$ cat src/rtl/hilo_mdu_pkg.sv
// Shared op codes and FSM encodings for the HI/LO multiply/divide unit.
package hilo_mdu_pkg;

   localparam logic [3:0] HILO_OP_MULT  = 4'd0;
   localparam logic [3:0] HILO_OP_MULTU = 4'd1;
   localparam logic [3:0] HILO_OP_DIV   = 4'd2;
   localparam logic [3:0] HILO_OP_DIVU  = 4'd3;
   localparam logic [3:0] HILO_OP_MTHI  = 4'd4;
   localparam logic [3:0] HILO_OP_MTLO  = 4'd5;
   localparam logic [3:0] HILO_OP_MADD  = 4'd6;
   localparam logic [3:0] HILO_OP_MADDU = 4'd7;
   localparam logic [3:0] HILO_OP_MSUB  = 4'd8;
   localparam logic [3:0] HILO_OP_MSUBU = 4'd9;

   localparam logic [0:0] HILO_IDLE = 1'b0;
   localparam logic [0:0] HILO_DIV  = 1'b1;

endpackage

$ cat src/rtl/hilo_mdu_div_core.sv
// Restoring divider datapath: one quotient bit per clock on unsigned magnitudes.
module hilo_div_core #(
   parameter int DATA_W = 32
) (
   input  logic              cpu_clk_50M,
   input  logic              cpu_rst_n,
   input  logic              start,
   input  logic              abort,
   input  logic [DATA_W-1:0] dividend,
   input  logic [DATA_W-1:0] divisor,
   output logic              done,
   output logic [DATA_W-1:0] quotient,
   output logic [DATA_W-1:0] remainder
);

   localparam int CNT_W = $clog2(DATA_W + 1);
   localparam logic [CNT_W-1:0] CNT_INIT = CNT_W'(DATA_W);
   localparam logic [CNT_W-1:0] CNT_ONE  = CNT_W'(1);

   logic [CNT_W-1:0]  cnt;
   logic              active;
   logic [DATA_W-1:0] quo;
   logic [DATA_W-1:0] rem;
   logic [DATA_W-1:0] dvs;
   logic [DATA_W:0]   trial;
   logic [DATA_W:0]   diff;

   // diff[DATA_W] set means the trial subtraction borrowed: keep the old partial remainder
   always_comb begin
      trial = {rem, quo[DATA_W-1]};
      diff  = trial - {1'b0, dvs};
   end

   always_ff @(posedge cpu_clk_50M or negedge cpu_rst_n) begin
      if (!cpu_rst_n) begin
         cnt    <= '0;
         active <= 1'b0;
         quo    <= '0;
         rem    <= '0;
         dvs    <= '0;
      end else if (abort) begin
         cnt    <= '0;
         active <= 1'b0;
      end else if (start) begin
         cnt    <= CNT_INIT;
         active <= 1'b1;
         quo    <= dividend;
         rem    <= '0;
         dvs    <= divisor;
      end else if (active) begin
         if (cnt != '0) begin
            cnt <= cnt - CNT_ONE;
            quo <= {quo[DATA_W-2:0], ~diff[DATA_W]};
            rem <= diff[DATA_W] ? trial[DATA_W-1:0] : diff[DATA_W-1:0];
         end else begin
            active <= 1'b0;
         end
      end
   end

   assign done      = active && (cnt == '0);
   assign quotient  = quo;
   assign remainder = rem;

endmodule

$ cat src/rtl/hilo_mdu.sv
// HI/LO unit: multiply, iterative divide, MTHI/MTLO; HILO_MADD_EN adds MADD/MSUB accumulate.
//   state     | meaning
//   HILO_IDLE | ready; single-cycle ops commit at the accept edge
//   HILO_DIV  | divide iterating in hilo_div_core; op_ready low
module hilo_mdu
   import hilo_mdu_pkg::*;
#(
   parameter int DATA_W = 32
) (
   input  logic              cpu_clk_50M,
   input  logic              cpu_rst_n,
   input  logic              op_valid,
   input  logic [3:0]        op,
   input  logic [DATA_W-1:0] src_a,
   input  logic [DATA_W-1:0] src_b,
   input  logic              flush,
   output logic              op_ready,
   output logic              busy,
   output logic              done,
   output logic [DATA_W-1:0] hi_o,
   output logic [DATA_W-1:0] lo_o
);

   logic [0:0]          state;
   logic                accept;
   logic                div_start;
   logic                signed_mul;
   logic                signed_div;
   logic [2*DATA_W-1:0] a_ext;
   logic [2*DATA_W-1:0] b_ext;
   logic [2*DATA_W-1:0] prod;
   logic [DATA_W-1:0]   a_abs;
   logic [DATA_W-1:0]   b_abs;
   logic                neg_q;
   logic                neg_r;
   logic                div_zero;
   logic [DATA_W-1:0]   a_raw;
   logic                core_done;
   logic [DATA_W-1:0]   core_quo;
   logic [DATA_W-1:0]   core_rem;
   logic [DATA_W-1:0]   q_fix;
   logic [DATA_W-1:0]   r_fix;

   assign busy     = (state == HILO_DIV);
   assign op_ready = ~busy;
   assign accept   = op_valid & ~busy & ~flush;

   assign signed_mul = (op == HILO_OP_MULT) || (op == HILO_OP_MADD) || (op == HILO_OP_MSUB);
   assign signed_div = (op == HILO_OP_DIV);
   assign div_start  = accept && ((op == HILO_OP_DIV) || (op == HILO_OP_DIVU));

   // Sign-extending to 2*DATA_W lets one unsigned multiplier serve both signednesses
   assign a_ext = {{DATA_W{signed_mul & src_a[DATA_W-1]}}, src_a};
   assign b_ext = {{DATA_W{signed_mul & src_b[DATA_W-1]}}, src_b};
   assign prod  = a_ext * b_ext;

   assign a_abs = (signed_div && src_a[DATA_W-1]) ? -src_a : src_a;
   assign b_abs = (signed_div && src_b[DATA_W-1]) ? -src_b : src_b;
   assign q_fix = neg_q ? -core_quo : core_quo;
   assign r_fix = neg_r ? -core_rem : core_rem;

   hilo_div_core #(
      .DATA_W (DATA_W)
   ) u_div_core (
      .cpu_clk_50M (cpu_clk_50M),
      .cpu_rst_n   (cpu_rst_n),
      .start       (div_start),
      .abort       (busy & flush),
      .dividend    (a_abs),
      .divisor     (b_abs),
      .done        (core_done),
      .quotient    (core_quo),
      .remainder   (core_rem)
   );

   always_ff @(posedge cpu_clk_50M or negedge cpu_rst_n) begin
      if (!cpu_rst_n) begin
         state    <= HILO_IDLE;
         hi_o     <= '0;
         lo_o     <= '0;
         done     <= 1'b0;
         neg_q    <= 1'b0;
         neg_r    <= 1'b0;
         div_zero <= 1'b0;
         a_raw    <= '0;
      end else begin
         done <= 1'b0;
         case (state)
            HILO_IDLE: begin
               if (accept) begin
                  case (op)
                     HILO_OP_MULT, HILO_OP_MULTU: begin
                        {hi_o, lo_o} <= prod;
                        done         <= 1'b1;
                     end
                     HILO_OP_MTHI: begin
                        hi_o <= src_a;
                        done <= 1'b1;
                     end
                     HILO_OP_MTLO: begin
                        lo_o <= src_a;
                        done <= 1'b1;
                     end
                     HILO_OP_DIV, HILO_OP_DIVU: begin
                        state    <= HILO_DIV;
                        neg_q    <= signed_div & (src_a[DATA_W-1] ^ src_b[DATA_W-1]);
                        neg_r    <= signed_div & src_a[DATA_W-1];
                        div_zero <= (src_b == '0);
                        a_raw    <= src_a;
                     end
`ifdef HILO_MADD_EN
                     HILO_OP_MADD, HILO_OP_MADDU: begin
                        {hi_o, lo_o} <= {hi_o, lo_o} + prod;
                        done         <= 1'b1;
                     end
                     HILO_OP_MSUB, HILO_OP_MSUBU: begin
                        {hi_o, lo_o} <= {hi_o, lo_o} - prod;
                        done         <= 1'b1;
                     end
`endif
                     default: ;
                  endcase
               end
            end
            HILO_DIV: begin
               if (flush) begin
                  state <= HILO_IDLE;
               end else if (core_done) begin
                  state <= HILO_IDLE;
                  done  <= 1'b1;
                  if (div_zero) begin
                     lo_o <= '1;
                     hi_o <= a_raw;
                  end else begin
                     lo_o <= q_fix;
                     hi_o <= r_fix;
                  end
               end
            end
            default: state <= HILO_IDLE;
         endcase
      end
   end

endmodule

$ cat config.mk
export PLATFORM = sky130hd
export DESIGN_NAME = hilo_mdu
export DESIGN_NICKNAME = d
export VERILOG_FILES = /design/src/rtl/hilo_mdu_pkg.sv /design/src/rtl/hilo_mdu_div_core.sv /design/src/rtl/hilo_mdu.sv
export SDC_FILE = /design/constraint.sdc
export NUM_CORES = 2
export LEC_CHECK = 0
export ABC_CLOCK_PERIOD_IN_PS = 3450
export BUFFER_PORTS_ARGS = -buffer_cell sky130_fd_sc_hd__buf_2
export CORE_ASPECT_RATIO = 1.5
export CORE_MARGIN = 4
export CORE_UTILIZATION = 55
export CTS_CLUSTER_SIZE = 10
export DETAILED_ROUTE_END_ITERATION = 12
export PLACE_DENSITY_LB_ADDON = 0.3
export SLEW_MARGIN = 10
export SYNTH_ARGS = -nofsm -noshare
export SYNTH_HDL_FRONTEND = slang
export SYNTH_SLANG_ARGS = --single-unit
$ cat constraint.sdc
create_clock -name cpu_clk_50M -period 3.45 [get_ports cpu_clk_50M]
set_input_delay 0.1725 -clock cpu_clk_50M [delete_from_list [all_inputs] [get_ports cpu_clk_50M]]
set_output_delay 0.1725 -clock cpu_clk_50M [all_outputs]
set_load 0.005 [all_outputs]
==> qor.tcl <==
set qor(worst_hold_startpoint) {src_a[10]}
set qor(clkSinkCount) 204
set qor(seq_area_frac_synth_pct) 9.867
set qor(cp_data_required_time_ns) 3.95
set qor(via_per_inst) 5.781
set qor(synthesis.yosys.warnings) 0
set qor(totalWireLength_mm) 182.8
set qor(globalRoute.totalOverflow) 0
set qor(chipHeight_um) 383.6
set qor(std_cell_rows) 137
set qor(final-seq-area_um2) 5107
set qor(setup_viol_count_final) 58
set qor(r2r_slack_ns) 0.11
set qor(floorplan.initialDensity_pct) 55.49
set qor(finish.utilization_pct) 67.77
set qor(syn_area_cell_um2) 8.612
set qor(remaining_drc_errors) 0
set qor(rr_worst_depth) 15
set qor(final_max_slew_viol_count) 0
set qor(startpoint_of_the_worst_setup_timing_path) {op[3]}
set qor(timing_worst_slew_pin_value_ns) 0.9479
set qor(gr-usage-met1_pct) 42.22
set qor(core_um2) 93250
set qor(syn-num-nets) 7456
set qor(cap_viol_max_count) 0
set qor(io_port_bufs) 138
set qor(cp_max_fo) 5
set qor(antenna_violating_nets_post_route) 0
set qor(finalClockSkew_ns) 0.02016
set qor(synth.lib_cells_used.distinct) 78
set qor(tritoncts) {yes}
set qor(clock-root-buffer) {sky130_fd_sc_hd__clkbuf_16}
set qor(grt_max_degree) 163
set qor(crit_path_frequent_cell) {sky130_fd_sc_hd__fa_1}
set qor(routed_wire_per_std_cell_um) 23.45
set qor(grt_first_pass_wirelength_mm) 279.4
set qor(detailedRoute.firstIterationViolations) 3975
set qor(global_route.usage.total_pct) 37.06
set qor(fill_cells) 7385
set qor(tritoncts.num_buffers) 24
set qor(grt_antenna_before_repair) 10
set qor(area_growth_pct) 22.14
set qor(multi_input_comb_area_um2) 43460
set qor(gpl_congestion) 0.9739
set qor(synth_async_sr_flop_share_pct) 100.0
set qor(regToRegEndpoint) {u_div_core.remainder[21]}
set qor(detailedPlacementHpwl_mm) 149.6
set qor(final_critical_path_setup_slack_ns) -3.705
set qor(finalNetCount) 7978
set qor(hold_class) {primary input to register}
set qor(io_pins) 139
set qor(unrepaired_setup_endpoints_after_global_routing) {true}
set qor(final_cell_mix) {1129 x sky130_fd_sc_hd__inv_1, 1094 x sky130_fd_sc_hd__nand2_1, 1052 x sky130_fd_sc_hd__fa_1}
set qor(path_delay_family) {adder cells}
set qor(rr_startpoint) {u_div_core.quotient[31]}
set qor(use_met2_pct) 62.59
set qor(cpMaxStageDelayCell) {sky130_fd_sc_hd__fa_2}
set qor(worst_setup_path_end_kind) {register}
set qor(worstPathArrival_ns) 7.65
set qor(worstSetupStartpointType) {primary input}
set qor(outcome) {finished, violations left}
set qor(final.period_utilization_pct) 207.4
set qor(max_freq_mhz) 139.8
set qor(failed_checks) {negative setup slack}
set qor(final_common_cell) {sky130_fd_sc_hd__inv_1}
set qor(floorplan.die_area_um2) 99150
set qor(worst_slew_margin_rel_pct) 36.65
set qor(routed-via-count) 45070
set qor(fraction_of_final_layout_cells_with_drive_strength_greater_than_1_pct) 22.30
set qor(global_route.peak_usage_layer) {met2}
set qor(grt_util_met3_pct) 5.994
set qor(worstSkewPairLatency_ns) 0.56
set qor(crit_path_max_incr_delay_ns) 0.59
set qor(chipWidth_um) 258.4
set qor(path_buf_inv) 6
set qor(cts_max_level) 1
set qor(synth-edff-count) 0
set qor(cp_num_cells) 29
set qor(buffer_depth_of_the_longest_clock_path) 3
set qor(postSynthCellCount) 6008
set qor(cts.clk_slew.worst_paths_ns) 0.06
set qor(first_pass_iters) 6
set qor(synth_area_um2) 51740
set qor(worst-setup-path-type) {primary input to register}
set qor(via_count_of_the_first_global_routing_pass) 48880
set qor(final_number_of_hold_violating_endpoints) 0
set qor(postSynthRegisterBits) 204
set qor(finalWorstPathRequiredPeriod_ns) 7.155
set qor(main_flop_type_after_synthesis) {sky130_fd_sc_hd__dfrtp_1}
set qor(critPathCapture) {hi_o[23]}
==> layout make-up <==
| class | count | share of cell area [%] |
|---|---|---|
| Antenna cell | 10 | 0.03960 |
| Clock buffer | 30 | 1.002 |
| Clock inverter | 1 | 0.02574 |
| Inverter | 1211 | 7.227 |
| Multi-Input combinational cell | 4207 | 68.77 |
| Sequential cell | 204 | 8.082 |
| Tap cell | 1251 | 2.477 |
| Timing Repair Buffer | 882 | 12.37 |
==> tightest hold or removal path, delay by kind of cell <==
| kind | cells | cell delay [ns] |
|---|---|---|
| buf+inv | 2 | 0.33 |
| simple gates | 2 | 0.12 |
==> cells by family (layout without fill, tap and decap cells) <==
group | after synthesis | after routing | share of synthesized area (%)
and+or+nand+nor | 1841 | 1841 | 15.87
buffers and inverters | 1597 | 2124 | 11.60
adders and majority gates | 1376 | 1376 | 49.61
AOI/OAI and AO/OA | 754 | 754 | 8.979
xor gates and xnor gates | 210 | 210 | 3.555
DFF | 204 | 204 | 9.867
muxes | 26 | 26 | 0.5248
other | 0 | 10 | 0
==> state kept, by name, summed over array words and instances (netlist names) <==
| signal | cells |
|---|---|
| a_raw | 32 |
| busy | 1 |
| div_zero | 1 |
| done | 1 |
| hi_o | 32 |
| lo_o | 32 |
| neg_q | 1 |
| neg_r | 1 |
| u_div_core.active | 1 |
| u_div_core.cnt | 6 |
| u_div_core.dvs | 32 |
| u_div_core.quotient | 32 |
| u_div_core.remainder | 32 |
==> routing by layer <==
metal | wire length (um) | part of all wire (%) | vias up
met5 | 0 | 0 | -
met4 | 18250 | 10 | 0
met3 | 15110 | 8.3 | 794
met2 | 88300 | 48 | 2328
met1 | 61140 | 33 | 22790
li1 | - | - | 19160
==> worst min path at each step <==
stage          slack (ns)   endpoint  depth (start not counted)
2_1_floorplan       -0.12   a_raw[0]                          0
3_3_place_gp         0.21   lo_o[19]                          1
3_5_place_dp         0.22   lo_o[19]                          1
4_1_cts              0.04       done                          4
5_1_grt              0.12  a_raw[15]                          4
6_report             0.13  a_raw[10]                          4
==> cells in the mapped netlist, types with 5 or more instances <==
master                     number  share of area, %
sky130_fd_sc_hd__a211oi_1      15              0.22
sky130_fd_sc_hd__a21o_1        59              0.86
sky130_fd_sc_hd__a21oi_1      184               1.8
sky130_fd_sc_hd__a31oi_1       24              0.29
sky130_fd_sc_hd__and2_1       280               3.4
sky130_fd_sc_hd__and3_1        36              0.44
sky130_fd_sc_hd__buf_1         51              0.37
sky130_fd_sc_hd__clkbuf_1     331               2.4
sky130_fd_sc_hd__dfrtp_1      204               9.9
sky130_fd_sc_hd__fa_1        1126                44
sky130_fd_sc_hd__ha_1         250               6.0
sky130_fd_sc_hd__inv_1       1210               8.8
sky130_fd_sc_hd__mux2_2         9              0.20
sky130_fd_sc_hd__mux2i_1       17              0.33
sky130_fd_sc_hd__nand2_1     1132               8.2
sky130_fd_sc_hd__nand2b_1      23              0.28
sky130_fd_sc_hd__nand3_1       42              0.41
sky130_fd_sc_hd__nand4_1       20              0.24
sky130_fd_sc_hd__nor2_1       176               1.3
sky130_fd_sc_hd__nor2b_1       11              0.13
sky130_fd_sc_hd__nor3_1        43              0.42
sky130_fd_sc_hd__nor3b_1        5             0.073
sky130_fd_sc_hd__nor4_1        13              0.16
sky130_fd_sc_hd__o211ai_1      19              0.28
sky130_fd_sc_hd__o21a_1        14              0.20
sky130_fd_sc_hd__o21ai_0      257               2.5
sky130_fd_sc_hd__o21ai_1        7             0.068
sky130_fd_sc_hd__o21bai_1      18              0.26
sky130_fd_sc_hd__o221ai_1       5             0.085
sky130_fd_sc_hd__o22ai_1       33              0.40
sky130_fd_sc_hd__o311ai_0      13              0.22
sky130_fd_sc_hd__o31ai_1       31              0.45
sky130_fd_sc_hd__o41ai_1       12              0.20
sky130_fd_sc_hd__or2_2         13              0.16
sky130_fd_sc_hd__or3_1         19              0.23
sky130_fd_sc_hd__or4_1         10              0.15
sky130_fd_sc_hd__xnor2_1      136               2.3
sky130_fd_sc_hd__xor2_1        74               1.3
==> metrics by stage <==
step / hold slack (ns) / area, um^2 / worst slack (ns) / cells / setup TNS (ns)
6_report: 0.1257 / 63190 / -3.705 / 7796 / -172.22
5_1_grt: 0.1171 / 63170 / -3.936 / 7786 / -183.98
4_1_cts: 0.03769 / 62020 / -3.628 / 7754 / -167.33
3_5_place_dp: 0.2241 / 59090 / -4.495 / 7665 / -222.03
3_3_place_gp: 0.2139 / 59090 / -4.438 / 7665 / -217.91
2_1_floorplan: -0.1231 / 54280 / -4.018 / 6008 / -170.69
==> repair_timing <==
| action | CTS | global route |
|---|---|---|
| buffers inserted | 61 | 37 |
| resized for setup | 432 | 216 |
| setup endpoints to repair | 82 | 87 |
| endpoints found under the hold margin | 63 | 0 |
| cloned | 1 | 4 |
| hold buffers | 2 | 0 |
| pin swaps | 248 | 190 |
Power is not shown: default switching activity piles up to over one toggle a cycle in this logic, so the estimate is an artifact.
